<file path="config.mk">
export PLATFORM = sky130hd
export DESIGN_NAME = dram_axi_write_master
export DESIGN_NICKNAME = d
export VERILOG_FILES = /design/src/rtl/dram_axi_write_master.sv
export SDC_FILE = /design/constraint.sdc
export NUM_CORES = 1
export LEC_CHECK = 0
export ABC_AREA = 1
export CORE_AREA = 2 2 517 519
export DETAILED_ROUTE_END_ITERATION = 8
export DIE_AREA = 0 0 519 521
export GPL_TIMING_DRIVEN = 0
export PLACE_DENSITY = 0.32
export SYNTH_ARGS = -nofsm -noshare
export SYNTH_HDL_FRONTEND = slang
export SYNTH_SLANG_ARGS = --single-unit
</file>
<file path="constraint.sdc">
create_clock -name m_axi_aclk -period 2 [get_ports m_axi_aclk]
set_clock_uncertainty 0.2 [all_clocks]
set_input_delay 0.4 -clock m_axi_aclk [delete_from_list [all_inputs] [get_ports m_axi_aclk]]
set_output_delay 0.4 -clock m_axi_aclk [all_outputs]
set_load 0.01 [all_outputs]
</file>
<file path="src/rtl/dram_axi_write_master.sv">
// Single-outstanding AXI4 write master: one request becomes one single-beat INCR write.
// Keeps saturating done/error/drop counters and sticky request-format error flags.
module dram_axi_write_master #(
    parameter int unsigned DRAM_ADDR_WIDTH = 48,
    parameter int unsigned DRAM_DATA_WIDTH = 512,
    parameter int unsigned CNT_WIDTH       = 32
) (
    input  logic                         m_axi_aclk,
    input  logic                         reset,

    input  logic                         dram_write_en,
    input  logic [DRAM_ADDR_WIDTH-1:0]   dram_write_addr,
    input  logic [7:0]                   dram_write_len,
    input  logic [DRAM_DATA_WIDTH-1:0]   dram_write_data,
    output logic                         dram_write_busy,

    output logic [DRAM_ADDR_WIDTH-1:0]   m_axi_awaddr,
    output logic [7:0]                   m_axi_awlen,
    output logic [2:0]                   m_axi_awsize,
    output logic [1:0]                   m_axi_awburst,
    output logic [3:0]                   m_axi_awcache,
    output logic [2:0]                   m_axi_awprot,
    output logic                         m_axi_awvalid,
    input  logic                         m_axi_awready,

    output logic [DRAM_DATA_WIDTH-1:0]   m_axi_wdata,
    output logic [DRAM_DATA_WIDTH/8-1:0] m_axi_wstrb,
    output logic                         m_axi_wlast,
    output logic                         m_axi_wvalid,
    input  logic                         m_axi_wready,

    input  logic [1:0]                   m_axi_bresp,
    input  logic                         m_axi_bvalid,
    output logic                         m_axi_bready,

    output logic [CNT_WIDTH-1:0]         write_done_count,
    output logic [CNT_WIDTH-1:0]         write_error_count,
    output logic [CNT_WIDTH-1:0]         drop_count,
    output logic                         len_error,
    output logic                         align_error
);

    localparam int unsigned ADDR_LSB = $clog2(DRAM_DATA_WIDTH / 8);
    localparam logic [DRAM_ADDR_WIDTH-1:0] LSB_MASK =
        DRAM_ADDR_WIDTH'((64'd1 << ADDR_LSB) - 64'd1);
    localparam logic [CNT_WIDTH-1:0] CNT_MAX = '1;

    typedef enum logic [1:0] {
        StIdle,
        StCapture,
        StSend,
        StResp
    } state_e;

    state_e                       r_state;
    logic                         r_busy;
    logic                         r_awvalid;
    logic                         r_wvalid;
    logic [DRAM_ADDR_WIDTH-1:0]   r_awaddr;
    logic [DRAM_DATA_WIDTH-1:0]   r_wdata;
    logic [CNT_WIDTH-1:0]         r_done_cnt;
    logic [CNT_WIDTH-1:0]         r_err_cnt;
    logic [CNT_WIDTH-1:0]         r_drop_cnt;
    logic                         r_len_error;
    logic                         r_align_error;

    state_e                       w_state_d;
    logic                         w_awvalid_d;
    logic                         w_wvalid_d;
    logic                         w_aw_done;
    logic                         w_w_done;
    logic                         w_accept;
    logic                         w_drop;
    logic                         w_b_hs;
    logic                         w_bresp_ok;

    assign w_accept   = (r_state == StIdle) && dram_write_en;
    assign w_drop     = (r_state != StIdle) && dram_write_en;
    // A channel counts as done once its handshake has happened or is happening now.
    assign w_aw_done  = !r_awvalid || m_axi_awready;
    assign w_w_done   = !r_wvalid || m_axi_wready;
    assign w_bresp_ok = (m_axi_bresp == 2'b00) || (m_axi_bresp == 2'b01);

    always_comb begin
        w_state_d   = r_state;
        w_awvalid_d = r_awvalid;
        w_wvalid_d  = r_wvalid;
        w_b_hs      = 1'b0;
        case (r_state)
            StIdle: begin
                if (dram_write_en) begin
                    w_state_d = StCapture;
                end
            end
            StCapture: begin
                w_awvalid_d = 1'b1;
                w_wvalid_d  = 1'b1;
                w_state_d   = StSend;
            end
            StSend: begin
                if (m_axi_awready) begin
                    w_awvalid_d = 1'b0;
                end
                if (m_axi_wready) begin
                    w_wvalid_d = 1'b0;
                end
                if (w_aw_done && w_w_done) begin
                    w_state_d = StResp;
                end
            end
            StResp: begin
                if (m_axi_bvalid) begin
                    w_b_hs    = 1'b1;
                    w_state_d = StIdle;
                end
            end
            default: begin
                w_state_d = StIdle;
            end
        endcase
    end

    always_ff @(posedge m_axi_aclk) begin
        if (reset) begin
            r_state       <= StIdle;
            r_busy        <= 1'b0;
            r_awvalid     <= 1'b0;
            r_wvalid      <= 1'b0;
            r_awaddr      <= '0;
            r_wdata       <= '0;
            r_done_cnt    <= '0;
            r_err_cnt     <= '0;
            r_drop_cnt    <= '0;
            r_len_error   <= 1'b0;
            r_align_error <= 1'b0;
        end else begin
            r_state   <= w_state_d;
            r_busy    <= (w_state_d != StIdle);
            r_awvalid <= w_awvalid_d;
            r_wvalid  <= w_wvalid_d;
            if (w_accept) begin
                r_awaddr <= dram_write_addr & ~LSB_MASK;
                if ((dram_write_addr & LSB_MASK) != '0) begin
                    r_align_error <= 1'b1;
                end
                if (dram_write_len != 8'd0) begin
                    r_len_error <= 1'b1;
                end
            end
            // FIFO dout for the accepted request is valid one cycle after the strobe.
            if (r_state == StCapture) begin
                r_wdata <= dram_write_data;
            end
            if (w_drop && (r_drop_cnt != CNT_MAX)) begin
                r_drop_cnt <= r_drop_cnt + 1'b1;
            end
            if (w_b_hs) begin
                if (w_bresp_ok) begin
                    if (r_done_cnt != CNT_MAX) begin
                        r_done_cnt <= r_done_cnt + 1'b1;
                    end
                end else if (r_err_cnt != CNT_MAX) begin
                    r_err_cnt <= r_err_cnt + 1'b1;
                end
            end
        end
    end

    assign dram_write_busy   = r_busy;
    assign m_axi_awaddr      = r_awaddr;
    assign m_axi_awlen       = 8'd0;
    assign m_axi_awsize      = 3'(ADDR_LSB);
    assign m_axi_awburst     = 2'b01;
    assign m_axi_awcache     = 4'b0011;
    assign m_axi_awprot      = 3'b000;
    assign m_axi_awvalid     = r_awvalid;
    assign m_axi_wdata       = r_wdata;
    assign m_axi_wstrb       = '1;
    assign m_axi_wlast       = r_wvalid;
    assign m_axi_wvalid      = r_wvalid;
    assign m_axi_bready      = (r_state == StSend) || (r_state == StResp);
    assign write_done_count  = r_done_cnt;
    assign write_error_count = r_err_cnt;
    assign drop_count        = r_drop_cnt;
    assign len_error         = r_len_error;
    assign align_error       = r_align_error;

endmodule
</file>
**Word level (Yosys, flattened, before mapping)**

Index checks and enable logic that the tools add are counted.

- Bits in registers: 657
- Bits of input ports: 576
- Output and inout port bits: 747
- Logic and storage cells: 57

- $add $sub $neg: 3
- Eq/ne operators: 9
- Multiplexer cells: 10
- Bitwise logic cells: 1
- Reduce and logical (&&, ||, !) cells: 23

Operators with widths:

| cell | number |
|---|---|
| adder 32 x 1 -> 32 bit (second input constant) | 3 |
| inequality test 32 bit (second input constant) | 3 |
| nonzero test 48 bit | 1 |
| one-hot mux 2 bit (4 select lines) | 1 |
| AND reduction 2 bit | 4 |
| nonzero test 8 bit | 1 |
| two-way mux 2 bit | 3 |
| AND reduction 3 bit | 2 |
| nonzero test 2 bit | 3 |
| equality test 2 x 1 -> 1 bit (second input constant) | 2 |
| equality test 2 bit (second input constant) | 2 |
| logical AND 1 bit | 4 |
| zero test 2 bit | 2 |
| logical OR 1 bit | 4 |
| two-way mux 1 bit | 4 |
| inequality test 2 bit (second input constant) | 2 |
| one-hot mux 1 bit (2 select lines) | 2 |
| zero test 1 bit | 2 |
| NOT 1 bit | 1 |

**Longest topological paths before layout**

- Depth after elaboration: 6
- Mapped depth: 11
- Depth with buffers taken out: 10

**Worst setup path after synthesis**

OpenSTA, ideal clock, no wires.

- Path type: register to register
- Start: register r_done_cnt[0] (netlist: write_done_count[0])
- End: register r_done_cnt[26] (netlist: write_done_count[26])
- Arrival time: 1.563 ns
- Required time: 1.687 ns
- Path slack: 0.124 ns
- Cell stages (with the launch flop): 11
- Path buffers: 2
- Clock period less this slack: 1.876 ns
- Path through: dfxtp_1 ha_1 nand2_1 nor2_4 nand2_1 nor2_1 nand3_1 buf_6 buf_6 a21oi_2 nor2_1

- Longest elaborated chain between the ends: 2
- Elaborated cells on any way between the ends: 3
- Those cells by class: add/sub: 1; eq/ne: 1; reduce/logical: 1

Ends and longest elaborated chain:

| item | RTL line | text |
|---|---|---|
| start: declaration | 61 | `logic [CNT_WIDTH-1:0] r_done_cnt;` |
| start signal: assignment | 160 | `r_done_cnt <= r_done_cnt + 1'b1;` |
| branches (longest 2 deep; another with adder 32 x 1 -> 32 bit) | - |  |

Several ways; the timed one is not identified.
A chain may end at the register's enable or synchronous reset.

**Worst setup path after layout**

- Start: register r_drop_cnt[0] (netlist: drop_count[0])
- End: register r_drop_cnt[20] (netlist: drop_count[20])

- Longest elaborated chain between the ends: 2
- Elaborated cells on any way between the ends: 3
- Those cells by class: add/sub: 1; eq/ne: 1; reduce/logical: 1

Ends and longest elaborated chain:

| item | RTL line | text |
|---|---|---|
| start: declaration | 63 | `logic [CNT_WIDTH-1:0] r_drop_cnt;` |
| start signal: assignment | 155 | `r_drop_cnt <= r_drop_cnt + 1'b1;` |
| branches (longest 2 deep; another with adder 32 x 1 -> 32 bit) | - |  |

Several ways; the timed one is not identified.

==> run_results.csv <==
group,metric,value,unit
logic_synthesis,synth.area.mux_share,0,%
routing,drt_pass1_iterations,7,
timing,drv_slew,0,
grt,grt_max_degree,15,
cells_and_area,utilization,18.3,%
timing,period_share,99.4,%
logic_synthesis,yosys.area.top_type_share,51.5,%
grt,grt_pass1_vias,30100,
floorplan,io_pins,1323,
timing,fmax,503,MHz
cts,cts_max_level,3,
grt,antenna_found_initial,66,
cells_and_area,syn_to_final_growth,89.2,%
cts,clock_path_buffers,3,
power_and_ir_drop,power.density,889,nW/um^2
logic_synthesis,synth-xor-area-share,0.309,%
floorplan,die_x,519,um
setup_path,path_class,"register to register",
power_and_ir_drop,total_power,42.9,mW
timing,final_hold_viol_count,0,
power_and_ir_drop,leakagePower,20.5,nW
timing,worst_pin_slew,735,ps
routing,drc,0,
routing,viasPerCell,3.43,
cts,clock_sinks,657,
floorplan,core,264000,sq um
job,max_cap_viol_count,0,
setup_path,path_max_fanout,7,
hold_path,hp-class,"input port to register",
setup_path,cp.arrival,2380,ps
cts,cts_buffers,92,
timing,min_period,1990,ps
cells_and_area,final_area,48300,sq um
logic_synthesis,syn-cell-area,25500,sq um
logic_synthesis,ys_seq_area_share,51.5,%
logic_synthesis,ys_warn_count,0,
setup_path,r2r-start,"drop_count[0]$_SDFFE_PP0P_",
setup_path,reg2reg_slack,10,ps
logic_synthesis,synth_area_leaders,"dfxtp_1, nor2_1, o21ai_0",
placement,dp_hpwl,189000,um
routing,vias,30300,
placement,portBuffers,1231,
power_and_ir_drop,irDropWorstVdd,0.651,mV
logic_synthesis,synth-compound-area-share,12.8,%
placement,place_area,42600,sq um
logic_synthesis,ys_ff_latch,657,
routing,drtIter0Drc,1740,
hold_path,min_from,"dram_write_data[133]",
status,status,"complete, no violations",
floorplan,die_h,521,um
placement,place_congestion,0.883,
floorplan,die_area,270000,sq um
setup_path,cp-start-kind,"register",
logic_synthesis,synthArstFlopShare,0,%
routing,wl_per_cell,25.4,um
routing,drt.antenna.violating_nets,0,
floorplan,initial_core_util,9.65,%
routing,finalWirelength,224000,um
timing,whs,94.4,ps
cts,tritoncts,"done",
grt,grt_pass1_wl,289000,um
logic_synthesis,postSynthAreaPerCell,7.33,sq um
cells_and_area,layout_commonest_cell,"nor2_1",
logic_synthesis,ys.flop_type,"dfxtp_1",
setup_path,crit_path_end_kind,"register",
timing,rsz0062_at_grt,"yes",
logic_synthesis,yosysTopAreaCell,"dfxtp_1",
setup_path,cp.required,2390,ps
logic_synthesis,yosysUniqueCellTypes,33,
floorplan,rows,189,
grt,grt_remaining_overflow,0,
cts,cts-root-buf,"clkbuf_16",
logic_synthesis,synth_top_family_by_area,"simple AND/OR/NAND/NOR gates",
timing,slew_headroom,51.0,%
setup_path,crit_start,"drop_count[0]$_SDFFE_PP0P_",
logic_synthesis,synth-simple-area-share,27.7,%
grt,grt_util_all_layers,15.9,%
cells_and_area,fin_nets,5799,
cts,clk_latency,730,ps
logic_synthesis,synth_fa_ha_area_share,0.147,%
cells_and_area,layout_common_cells,"nor2_1, clkdlybuf4s50_1, o21ai_0",
cts,cts.reportedPaths.clkPinSlew,60,ps
timing,setup_viol,0,
logic_synthesis,synth-edff-count,0,
logic_synthesis,postSynthCellCount,3483,
cells_and_area,final_layout_size_suffix_gt1_share,27.3,%
[sequential cells by signal, indices dropped and copies added, names as in the netlist]
register,cells
write_error_count,32
r_state,2
len_error,1
m_axi_awvalid,1
write_done_count,32
m_axi_wlast,1
align_error,1
dram_write_busy,1
m_axi_wdata,512
drop_count,32
m_axi_awaddr,42
[path summary, 6_finish.rpt]
kind	endpoint	cells past startpoint
worst max register to register	drop_count[20]$_SDFFE_PP0P_	10
worst max-delay path	drop_count[20]$_SDFFE_PP0P_	10
worst min register to register	align_error$_SDFFE_PP0P_	2
worst min-delay path	m_axi_wdata[133]$_SDFFE_PP0P_	3
[stage by stage]
step | setup slack (ps) | std cells | TNS [ps]
after detailed placement | -1940 | 8335 | -1005500
after CTS | -63.5 | 8805 | -218
final | 11.5 | 8834 | 0
after global routing | -97.2 | 8830 | -2140
after floorplan | 124 | 3571 | 0
after global placement | -2360 | 8335 | -1039770
[per-layer routing]
layer,global-route usage [%],vias to the layer above,part of all wire [%]
met5,0,-,0.12
met4,3.21,42,2.1
met3,9.10,229,13
met2,26.0,1294,46
met1,17.9,14200,39
li1,-,14500,-
[cells by family (layout without fill, tap and decap cells)]
logic type	Yosys count	after routing
AO/OA/AOI/OAI	650	650
XOR/XNOR	9	9
adder cells (fa/ha/maj)	3	3
buffers and inverters	376	2094
flip-flops	657	657
other	2	101
AND/OR/NAND/NOR	1786	1787
[synthesized netlist by cell type, types with 8 or more instances]
cell      count
nor3_1        8
inv_1        72
o21ai_0     558
buf_4        91
nand4_1      17
clkbuf_1    134
buf_6        10
dfxtp_1     657
nor2_2       17
a21oi_1      86
buf_2        60
nand2_1     274
nand3_1     101
nor2_1     1340
[power breakdown]
part	switching (mW)	internal, mW	leakage, nW	total [mW]
logic	6.38	4.21	13.6	10.6
clock network	7.22	9.42	1.44	16.6
registers	1.04	14.6	5.50	15.7
[area by class of cell]
cell class / instances / area, sq um
plain buffers: 300 / 2200
clock buffers: 136 / 2640
repair buffers: 1555 / 13500
well taps: 3533 / 4420
multi-input cells: 2539 / 11300
inverters: 75 / 302
diodes: 11 / 27.5
fillers: 30100 / 216000
clock inverters: 28 / 325
flip-flops and latches: 657 / 13600
[critical path, cell delays in order, from the launching register on]
cell and delay [ps]:
dfxtp_4 340, buf_6 100, ha_4 140, nand2_4 50, nor2_4 120, nand2_2 80
nor2_4 190, nand3_4 210, buf_6 220, a21oi_1 140, nor2_1 60
[repair_timing]
item                                    in CTS  in global routing
hold buffers                               261                  0
cloned                                       3                  5
endpoints found under the setup margin    1311                526
pin swaps                                   10                 41
gates resized for setup                   3414                267
buffers inserted                            43                 16
hold endpoints to repair                   261                  0
Power figures use the tool's default switching activity.
